<file path="src/rtl/sram_arb_pkg.sv">
// Shared types and defaults for the image SRAM arbiter.
// Requester slots: sample storage, RC4 stage, edge-detect writer.
package sram_arb_pkg;

  typedef enum logic [1:0] {
    IDLE,
    ACCESS,
    WAIT,
    COMPLETE
  } state_t;

  localparam int REQ_SI  = 0;
  localparam int REQ_RC4 = 1;
  localparam int REQ_ED  = 2;

  localparam int NUM_REQ_D = 3;
  localparam int ADDR_W_D  = 20;
  localparam int DATA_W_D  = 32;

  function automatic int wrap_inc(
    input int i,
    input int n
  );
    return (i + 1 >= n) ? 0 : i + 1;
  endfunction

endpackage

</file>
<file path="src/rtl/sram_access_arbiter_if.sv">
// Requester and SRAM-side signal bundle of the arbiter.
// master = requesters plus SRAM model, slave = arbiter.
interface sram_access_arbiter_if #(
  parameter int NUM_REQ = 3,
  parameter int ADDR_W  = 20,
  parameter int DATA_W  = 32
);
  logic [NUM_REQ-1:0]        req;
  logic [NUM_REQ-1:0]        req_wen;
  logic [NUM_REQ*ADDR_W-1:0] req_addr;
  logic [NUM_REQ*DATA_W-1:0] req_wdata;
  logic [NUM_REQ-1:0]        gnt;
  logic [NUM_REQ-1:0]        done;
  logic [NUM_REQ-1:0]        err;
  logic [DATA_W-1:0]         rdata;
  logic                      sram_en;
  logic                      sram_wen;
  logic [ADDR_W-1:0]         sram_addr;
  logic [DATA_W-1:0]         sram_wdata;
  logic [DATA_W-1:0]         sram_rdata;
  logic                      busy;

  modport master (
    output req, req_wen, req_addr,
    output req_wdata, sram_rdata,
    input  gnt, done, err, rdata,
    input  sram_en, sram_wen,
    input  sram_addr, sram_wdata, busy
  );

  modport slave (
    input  req, req_wen, req_addr,
    input  req_wdata, sram_rdata,
    output gnt, done, err, rdata,
    output sram_en, sram_wen,
    output sram_addr, sram_wdata, busy
  );
endinterface

</file>
<file path="src/rtl/sram_access_arbiter_picker.sv">
// Round-robin pick: first requester at or after rr_ptr.
// Offsets are scanned far-to-near so the nearest one wins.
module rr_priority_picker #(
  parameter int NUM_REQ = 3,
  parameter int IW = (NUM_REQ > 1) ? $clog2(NUM_REQ) : 1
) (
  input  logic [NUM_REQ-1:0] req,
  input  logic [IW-1:0]      rr_ptr,
  output logic               valid,
  output logic [IW-1:0]      idx
);
  int p;

  always_comb begin
    valid = 1'b0;
    idx   = '0;
    p     = 0;
    for (int k = NUM_REQ - 1; k >= 0; k--) begin
      p = (int'(rr_ptr) + k) % NUM_REQ;
      if (req[p]) begin
        valid = 1'b1;
        idx   = IW'(p);
      end
    end
  end
endmodule

</file>
<file path="src/rtl/sram_access_arbiter.sv">
// Single-outstanding round-robin arbiter for the image SRAM.
// All outputs are registered from next-state values.
module sram_access_arbiter
  import sram_arb_pkg::*;
#(
  parameter int NUM_REQ  = NUM_REQ_D,
  parameter int ADDR_W   = ADDR_W_D,
  parameter int DATA_W   = DATA_W_D,
  parameter int SRAM_LAT = 2,
  parameter logic [ADDR_W-1:0] MAX_ADDR = '1
) (
  input logic            clk,
  input logic            rst,
  sram_access_arbiter_if.slave bus
);
  localparam int IW =
    (NUM_REQ > 1) ? $clog2(NUM_REQ) : 1;

  state_t              state, state_d;
  logic [IW-1:0]       idx_q, idx_d;
  logic [IW-1:0]       rr_ptr, rr_ptr_d;
  logic                wen_q, wen_d;
  logic [2:0]          lat_cnt, lat_cnt_d;
  logic                pick_valid;
  logic [IW-1:0]       pick_idx;
  logic [ADDR_W-1:0]   addr_in;
  logic [NUM_REQ-1:0]  gnt_d, done_d, err_d;
  logic [DATA_W-1:0]   rdata_d, wdata_d;
  logic                en_d, swen_d;
  logic [ADDR_W-1:0]   saddr_d;

  rr_priority_picker #(
    .NUM_REQ(NUM_REQ),
    .IW     (IW)
  ) u_pick (
    .req   (bus.req),
    .rr_ptr(rr_ptr),
    .valid (pick_valid),
    .idx   (pick_idx)
  );

  assign addr_in =
    bus.req_addr[int'(pick_idx)*ADDR_W +: ADDR_W];

  always_comb begin
    state_d   = state;
    idx_d     = idx_q;
    rr_ptr_d  = rr_ptr;
    wen_d     = wen_q;
    lat_cnt_d = lat_cnt;
    gnt_d     = '0;
    done_d    = '0;
    err_d     = '0;
    rdata_d   = '0;
    en_d      = 1'b0;
    swen_d    = 1'b0;
    saddr_d   = bus.sram_addr;
    wdata_d   = bus.sram_wdata;
    unique case (state)
      IDLE: if (pick_valid) begin
        idx_d = pick_idx;
        wen_d = bus.req_wen[pick_idx];
        // Out-of-range addresses never touch the SRAM.
        if (addr_in > MAX_ADDR) begin
          state_d         = COMPLETE;
          err_d[pick_idx] = 1'b1;
        end else begin
          state_d         = ACCESS;
          gnt_d[pick_idx] = 1'b1;
          en_d            = 1'b1;
          swen_d          = wen_d;
          saddr_d         = addr_in;
          wdata_d         = bus.req_wdata[
            int'(pick_idx)*DATA_W +: DATA_W];
        end
      end
      ACCESS: begin
        lat_cnt_d = 3'(SRAM_LAT - 1);
        if (SRAM_LAT == 1) begin
          state_d       = COMPLETE;
          done_d[idx_q] = 1'b1;
          rdata_d = wen_q ? '0 : bus.sram_rdata;
        end else begin
          state_d = WAIT;
        end
      end
      WAIT: begin
        lat_cnt_d = lat_cnt - 3'd1;
        if (lat_cnt == 3'd1) begin
          state_d       = COMPLETE;
          done_d[idx_q] = 1'b1;
          rdata_d = wen_q ? '0 : bus.sram_rdata;
        end
      end
      COMPLETE: begin
        rr_ptr_d = IW'(wrap_inc(int'(idx_q), NUM_REQ));
        state_d  = IDLE;
      end
      default: state_d = IDLE;
    endcase
  end

  always_ff @(posedge clk) begin
    if (rst) begin
      state          <= IDLE;
      idx_q          <= '0;
      rr_ptr         <= '0;
      wen_q          <= 1'b0;
      lat_cnt        <= '0;
      bus.gnt        <= '0;
      bus.done       <= '0;
      bus.err        <= '0;
      bus.rdata      <= '0;
      bus.sram_en    <= 1'b0;
      bus.sram_wen   <= 1'b0;
      bus.sram_addr  <= '0;
      bus.sram_wdata <= '0;
      bus.busy       <= 1'b0;
    end else begin
      state          <= state_d;
      idx_q          <= idx_d;
      rr_ptr         <= rr_ptr_d;
      wen_q          <= wen_d;
      lat_cnt        <= lat_cnt_d;
      bus.gnt        <= gnt_d;
      bus.done       <= done_d;
      bus.err        <= err_d;
      bus.rdata      <= rdata_d;
      bus.sram_en    <= en_d;
      bus.sram_wen   <= swen_d;
      bus.sram_addr  <= saddr_d;
      bus.sram_wdata <= wdata_d;
      bus.busy       <= (state_d != IDLE);
    end
  end
endmodule

</file>
<file path="src/flat_wrapper.sv">
// flat-port wrapper written by rule: the top's interface ports become plain ports
module sram_access_arbiter_flat import sram_arb_pkg::*;
#(
  parameter int NUM_REQ  = NUM_REQ_D,
  parameter int ADDR_W   = ADDR_W_D,
  parameter int DATA_W   = DATA_W_D,
  parameter int SRAM_LAT = 2,
  parameter logic [ADDR_W-1:0] MAX_ADDR = '1
)
  (clk, rst, bus_req, bus_req_wen, bus_req_addr, bus_req_wdata, bus_sram_rdata, bus_gnt, bus_done, bus_err, bus_rdata, bus_sram_en, bus_sram_wen, bus_sram_addr, bus_sram_wdata, bus_busy);
  sram_access_arbiter_if #(.NUM_REQ(NUM_REQ), .ADDR_W(ADDR_W), .DATA_W(DATA_W)) bus_i ();
  input logic clk;
  input logic rst;
  input wire logic [$bits(bus_i.req)-1:0] bus_req;
  input wire logic [$bits(bus_i.req_wen)-1:0] bus_req_wen;
  input wire logic [$bits(bus_i.req_addr)-1:0] bus_req_addr;
  input wire logic [$bits(bus_i.req_wdata)-1:0] bus_req_wdata;
  input wire logic [$bits(bus_i.sram_rdata)-1:0] bus_sram_rdata;
  output wire logic [$bits(bus_i.gnt)-1:0] bus_gnt;
  output wire logic [$bits(bus_i.done)-1:0] bus_done;
  output wire logic [$bits(bus_i.err)-1:0] bus_err;
  output wire logic [$bits(bus_i.rdata)-1:0] bus_rdata;
  output wire logic [$bits(bus_i.sram_en)-1:0] bus_sram_en;
  output wire logic [$bits(bus_i.sram_wen)-1:0] bus_sram_wen;
  output wire logic [$bits(bus_i.sram_addr)-1:0] bus_sram_addr;
  output wire logic [$bits(bus_i.sram_wdata)-1:0] bus_sram_wdata;
  output wire logic [$bits(bus_i.busy)-1:0] bus_busy;
  assign bus_i.req = bus_req;
  assign bus_i.req_wen = bus_req_wen;
  assign bus_i.req_addr = bus_req_addr;
  assign bus_i.req_wdata = bus_req_wdata;
  assign bus_i.sram_rdata = bus_sram_rdata;
  assign bus_gnt = bus_i.gnt;
  assign bus_done = bus_i.done;
  assign bus_err = bus_i.err;
  assign bus_rdata = bus_i.rdata;
  assign bus_sram_en = bus_i.sram_en;
  assign bus_sram_wen = bus_i.sram_wen;
  assign bus_sram_addr = bus_i.sram_addr;
  assign bus_sram_wdata = bus_i.sram_wdata;
  assign bus_busy = bus_i.busy;
  sram_access_arbiter #(.NUM_REQ(NUM_REQ), .ADDR_W(ADDR_W), .DATA_W(DATA_W), .SRAM_LAT(SRAM_LAT), .MAX_ADDR(MAX_ADDR)) u_core (.clk(clk), .rst(rst), .bus(bus_i));
endmodule
</file>
<file path="config.mk">
export PLATFORM = sky130hd
export DESIGN_NAME = sram_access_arbiter_flat
export DESIGN_NICKNAME = d
export VERILOG_FILES = /design/src/rtl/sram_arb_pkg.sv /design/src/rtl/sram_access_arbiter_if.sv /design/src/rtl/sram_access_arbiter_picker.sv /design/src/rtl/sram_access_arbiter.sv /design/src/flat_wrapper.sv
export SDC_FILE = /design/constraint.sdc
export NUM_CORES = 1
export LEC_CHECK = 0
export BUFFER_PORTS_ARGS = -buffer_cell sky130_fd_sc_hd__buf_4
export CAP_MARGIN = 20
export CORE_AREA = 2 2 113 115
export DETAILED_ROUTE_END_ITERATION = 7
export DIE_AREA = 0 0 115 117
export PLACE_DENSITY = 0.75
export SLEW_MARGIN = 20
export SYNTH_ARGS = -nofsm -noshare
export SYNTH_HDL_FRONTEND = slang
export SYNTH_SLANG_ARGS = --single-unit
</file>
<file path="constraint.sdc">
create_clock -name clk -period 3 [get_ports clk]
set_input_delay 0.15 -clock clk [delete_from_list [all_inputs] [get_ports clk]]
set_output_delay 0.15 -clock clk [all_outputs]
set_load 0.01 [all_outputs]
</file>
Word level (Yosys, flattened, before mapping). Index checks and enable logic that the tools add are counted.

Register bits after elaboration: 106. Bits in latches: 0. Memory bits (writable): 0. ROM bits: 0. Bits of input ports: 196. Output and inout bits: 96. Logic and storage cells: 82. Memories kept: 0.

Add/sub/neg operators: 4. $mul: 1. Div/mod/pow operators: 3. Order comparisons: 9. Eq/ne operators: 4. Shift operators: 2. Muxes and demuxes: 28. Bitwise operators: 5. Reductions and logical operators: 12.

Operators by type and width (number): $lt 32x4->1 const B (3); $shiftx 96x8->32 (1); $mod 32x3->32 const B (2); $shiftx 60x32->20 (1); $mod 3x3->32 const B (1); $gt 20x20->1 const B (1); $mux 2 (7); $mux 1 (13); $reduce_or 4->1 (3); $bmux 1 s2 (4); $pmux 2 s4 (1); $add 2x1->3 const B (2); $lt 2x3->1 const B (2); $pmux 3 s2 (1); $reduce_or 3->1 (2); $mul 2x3->5 const B (1); $not 1->1 (5); $demux 1 s2 (2); $eq 2x2->1 const B (2); $ge 2x1->1 const B (2); $reduce_bool 2->1 (2); $add 2x2->3 const B (1); $eq 3x1->1 const B (1); $ge 3x2->1 const B (1); other kinds (6) (7).

Longest topological paths before layout.
Word-level depth: 15. Gate-level depth with buffers: 11. Gate-level depth less buffers: 9.

Hierarchy. A second synthesis with hierarchy kept.

Cells, all modules: 475. Area, all modules: 4917.2 µm².

Modules (own cells, without submodules): sram_access_arbiter (instances 1, cells an instance 448, area an instance 4725.8 µm², seq. area each 2122.0 µm²); rr_priority_picker (instances 1, cells an instance 27, area an instance 191.4 µm², seq. area each 0.0 µm²).

Least setup slack after synthesis. No wires, ideal clock.

Path type: reg2reg. From: register u_core.rr_ptr[1]. To: register u_core.bus.sram_addr[19]. Library setup time: 0.121 ns. Arrival time: 2.122 ns. Data required time: 2.879 ns. Slack: 0.757 ns. Stages on the path, launching flop included: 11. Path buffers: 3. Period minus slack after synthesis: 2.243 ns. Cell sequence: dfxtp_1 inv_1 ha_1 buf_6 mux2_4 o32a_1 a21o_1 buf_6 buf_6 a221oi_2 o2bb2ai_1.

Longest elaborated chain between the ends: 13. Elaborated cells on any way between the ends: 25. Those cells by class: 2 x add/sub; 1 x mul; 3 x div; 1 x order compare; 1 x shift; 15 x mux; 1 x bitwise; 1 x reduce/logical.

Ends and longest elaborated chain: start: declaration (RTL line sram_access_arbiter.sv:21) `logic [IW-1:0] rr_ptr, rr_ptr_d;`; start signal: assignment (RTL line sram_access_arbiter.sv:122) `rr_ptr <= rr_ptr_d;`; $add 2x2->3 (RTL line sram_access_arbiter_picker.sv:19) `p = (int'(rr_ptr) + k) % NUM_REQ;`; $mod 32x3->32 (RTL line sram_access_arbiter_picker.sv:19); $bmux 1 s2 (RTL line sram_access_arbiter_picker.sv:20) `if (req[p]) begin`; $mux 1 (implied by the code) (2 in a row) (RTL line sram_access_arbiter_picker.sv:20); $mux 2 (3 in a row) (RTL line sram_access_arbiter_picker.sv:20); $mul 2x3->5 (RTL line sram_access_arbiter.sv:43) `bus.req_addr[int'(pick_idx)*ADDR_W +: ADDR_W];`; $shiftx 60x32->20 (RTL line sram_access_arbiter.sv:43); $gt 20x20->1 (RTL line sram_access_arbiter.sv:64) `if (addr_in > MAX_ADDR) begin`; $not 1->1 (no line); $reduce_and 3->1 (no line); end signal: assignment (RTL line sram_access_arbiter.sv:131) `bus.sram_addr <= saddr_d;`; end: declaration (RTL line sram_access_arbiter_if.sv:36) `output sram_addr, sram_wdata, busy`.

Parallel ways exist; a longest one is shown, timed or not. The select of a mux whose other input is x is not followed. A chain may end at the register's enable or synchronous reset.

Worst setup path in the final report.
From: register u_core.rr_ptr[1]. To: register u_core.bus.sram_wdata[31].

Longest elaborated chain between the ends: 13. Elaborated cells on any way between the ends: 26. Those cells by class: 2 x add/sub; 1 x mul; 3 x div; 1 x order compare; 2 x shift; 15 x mux; 1 x bitwise; 1 x reduce/logical.

Ends and longest elaborated chain: $add 2x2->3 (RTL line sram_access_arbiter_picker.sv:19); $mod 32x3->32 (RTL line sram_access_arbiter_picker.sv:19); $bmux 1 s2 (RTL line sram_access_arbiter_picker.sv:20); $mux 1 (implied by the code) (2 in a row) (RTL line sram_access_arbiter_picker.sv:20); $mux 2 (3 in a row) (RTL line sram_access_arbiter_picker.sv:20); $mul 2x3->5 (RTL line sram_access_arbiter.sv:43); $shiftx 60x32->20 (RTL line sram_access_arbiter.sv:43); $gt 20x20->1 (RTL line sram_access_arbiter.sv:64); $not 1->1 (no line); $reduce_and 3->1 (no line); end signal: assignment (RTL line sram_access_arbiter.sv:132) `bus.sram_wdata <= wdata_d;`; end: declaration (RTL line sram_access_arbiter_if.sv:36).

Parallel ways exist; a longest one is shown, timed or not. The select of a mux whose other input is x is not followed.

==> impl_metrics.csv <==
group,metric,value,unit
worst_setup_path,max_stage_delay,410,ps
worst_setup_path,arrival,2920,ps
finish,stdcell_count,962,
worst_setup_path,criticalPathCategory,"reg2reg",
place,io_buffers,291,
worst_setup_path,cp-startpoint,"u_core.rr_ptr[1]",
clock_tree,clockRootBuffer,"clkbuf_16",
worst_setup_path,path_max_fanout,36,
clock_tree,cts_inserted_buffers,9,
timing,period_share,0.895,
pwr,p_sw,1190,µW
floorplan,ios,292,
floorplan,die_h,117,µm
route,vias,5215,
grt,grt_first_pass_wirelength,26200,µm
route,dr.pass1.iters,4,
pwr,p_clk_frac,0.306,
yosys,synth.top_cells.by_area,"dfxtp_1 (43%), a221oi_2 (9.4%), and2_1 (8.4%)",
hold_path,hold_class,"in2reg",
floorplan,start_util,0.401,
timing,min_period,2680,ps
place,dp.cells,917,
finish,layout_commonest_cell,"buf_4",
timing,finalSetupViolCount,0,
timing,finalMaxSlewViolations,0,
route,drc,0,
timing,worst_pin_slew,724,ps
finish,drive_gt1_frac,0.442,
pwr,leakagePower,0.00342,µW
finish,multi_input_area,2560,µm²
timing,max_freq,373,MHz
clock_tree,insertion_delay,360,ps
yosys,ys_types,43,
finish,fillers,1001,
grt,grt_max_degree,74,
clock_tree,cts_max_level,3,
outcome,outcome,"finished, final reports clean",
floorplan,die_w,115,µm
yosys,synth-main-ff-cell,"dfxtp_1",
finish,final_nets,1012,
timing,hold_viol,0,
grt,grt.total_usage,0.250,
yosys,synthArstFlopShare,0,
timing,slew_headroom,0.518,
grt,overflow,0,
pwr,p_per_area,496,nW/µm²
floorplan,std_cell_rows,41,
route,routed_wl,17300,µm
timing,grt_setup_unrepaired,"false",
grt,antenna_found_initial,0,
flow_run,drv_cap,0,
pwr,p_comb_frac,0.276,
worst_setup_path,cp_cell_sequence,"inv_1, ha_1, mux2_4, o32a_1, a21o_4, buf_12, a221oi_2, o2bb2ai_1",
route,ant_nets,0,
floorplan,fp.dieArea,13500,µm²
yosys,ys_seq_area_frac,0.430,
finish,antenna_cells,0,
timing,finalSetupTns,0,ps
yosys,synth_top_area_frac,0.430,
worst_setup_path,cp-end-kind,"flip-flop",
finish,syn_to_final_growth,58.0,%
hold_path,min_from,"bus_sram_rdata[29]",
grt,grt_pass1_vias,5211,
clock_tree,clkSinkCount,106,
worst_setup_path,cp_slowest_cell,"a21o_4",
worst_setup_path,cp-start-kind,"flip-flop",
pwr,ir_worst_vdd,0.000390,V
pwr,p_seq_frac,0.418,
finish,ff_latch_area,2120,µm²
clock_tree,cts_buffer_depth,2,
yosys,synthCells,513,
finish,layout_common_cells,"buf_4 (298), dfxtp_1 (106), and2_1 (66), nand3_1 (39), a31oi_1 (39)",
worst_setup_path,required,3230,ps
yosys,synth_top_area_cell,"dfxtp_1",
timing,fin_skew,8.94,ps
clock_tree,clkTransAtPathRegs,80,ps
pwr,switching_share,0.306,
pwr,intPower,2680,µW
route,routedWlPerCell,18.0,µm
route,vias_per_cell,5.42,
place,place_congestion,0.854,
clock_tree,cts_tree,"built",
yosys,synth_edf_count,0,
yosys,ys_warn_count,0,
floorplan,coreArea,12300,µm²
route,drtIter0Drc,364,
yosys,ys_seq_elements,106,
worst_setup_path,reg2reg_from,"u_core.rr_ptr[1]",
clock_tree,post_cts_buffers,0,
yosys,synth_area_per_cell,9.61,µm²
place,dp_hpwl,12200,µm
yosys,synthesis.area,4930,µm²
## logic make-up (layout without fill, tap and decap cells)
kind of cell | after synthesis | count (layout) | share of synthesized area
flip-flops | 106 | 106 | 0.430
other | 1 | 3 | 0.000760
AO/OA/AOI/OAI | 186 | 186 | 0.310
multiplexers | 4 | 4 | 0.00913
adder cells (fa/ha/maj) | 9 | 9 | 0.0228
buffers and inverters | 59 | 356 | 0.0571
AND/OR/NAND/NOR | 148 | 148 | 0.170
## final cells by class
class,count,area share
inverter,10,0.00482
tap,150,0.0241
multi-input combinational,350,0.329
clock inverter,7,0.00915
sequential,106,0.272
clock buffer,9,0.0289
timing repair buffer,330,0.332
## Yosys cell counts (all sizes together) (3+ instances only)
| master | n |
|---|---|
| nor3b | 3 |
| mux2i | 3 |
| inv | 10 |
| and2 | 66 |
| nand2 | 8 |
| buf | 20 |
| nor3 | 4 |
| o21bai | 20 |
| ha | 9 |
| a21oi | 6 |
| o2bb2ai | 34 |
| nand3 | 40 |
| dfxtp | 106 |
| clkbuf | 29 |
| a31oi | 40 |
| o21ai | 38 |
| nand3b | 3 |
| a221oi | 34 |
| nor2 | 11 |
| nand2b | 3 |
| nor2b | 5 |
## worst paths after layout
check                              end  slack, ps  depth (start not counted)
max          u_core.bus.sram_wdata[31]        320                          8
min               u_core.bus.rdata[29]          9                          2
max reg2reg  u_core.bus.sram_wdata[31]        320                          8
min reg2reg   u_core.bus.sram_wdata[9]        470                          1
## flip-flops by register name (all words and copies together) (netlist names), 2 cells and up
signal	count
u_core.bus.done	3
u_core.rr_ptr	2
u_core.bus.gnt	3
u_core.bus.rdata	32
u_core.idx_q	2
u_core.state	2
u_core.lat_cnt	3
u_core.bus.sram_wdata	32
u_core.bus.err	3
u_core.bus.sram_addr	20
## critical path: cells and delay by family, from the launching register on
family / cells / cell delay (ps)
AO/OA/AOI/OAI: 4 / 1150
adder cells (fa/ha/maj): 1 / 400
buffers and inverters: 2 / 300
flip-flops: 1 / 350
multiplexers: 1 / 340
## stage by stage
stage	area [µm²]	utilization	hold slack (ps)	worst slack, ps	power, µW
finish	7790	0.633	9.42	316	3870
detailed placement	7210	0.585	355	339	2680
global route	7790	0.633	1.31	66.4	4050
floorplan	4940	-	272	757	2160
CTS	7790	0.633	1.76	329	3890
global placement	7210	0.585	352	475	2650
## per-layer routing
layer	wire, µm	up-vias	track usage
met5	0	-	0
met4	482	0	0.103
met3	1310	33	0.0685
met2	8920	231	0.452
met1	6600	2457	0.277
li1	-	2494	-
## power by group through the flow
| stage | clock [µW] | sequential [µW] | combinational [µW] |
|---|---|---|---|
| after floorplan | 0 | 1690 | 470 |
| after global placement | 0 | 1640 | 1010 |
| after detailed placement | 0 | 1640 | 1040 |
| after CTS | 1210 | 1620 | 1070 |
| after global routing | 1260 | 1630 | 1160 |
| final | 1180 | 1620 | 1070 |
## what timing repair did
action | CTS | global route
endpoints found under the hold margin | 29 | 0
hold buffers | 29 | 0
resized for setup | 0 | 0
No activity file was read; power rests on OpenSTA's default activity.
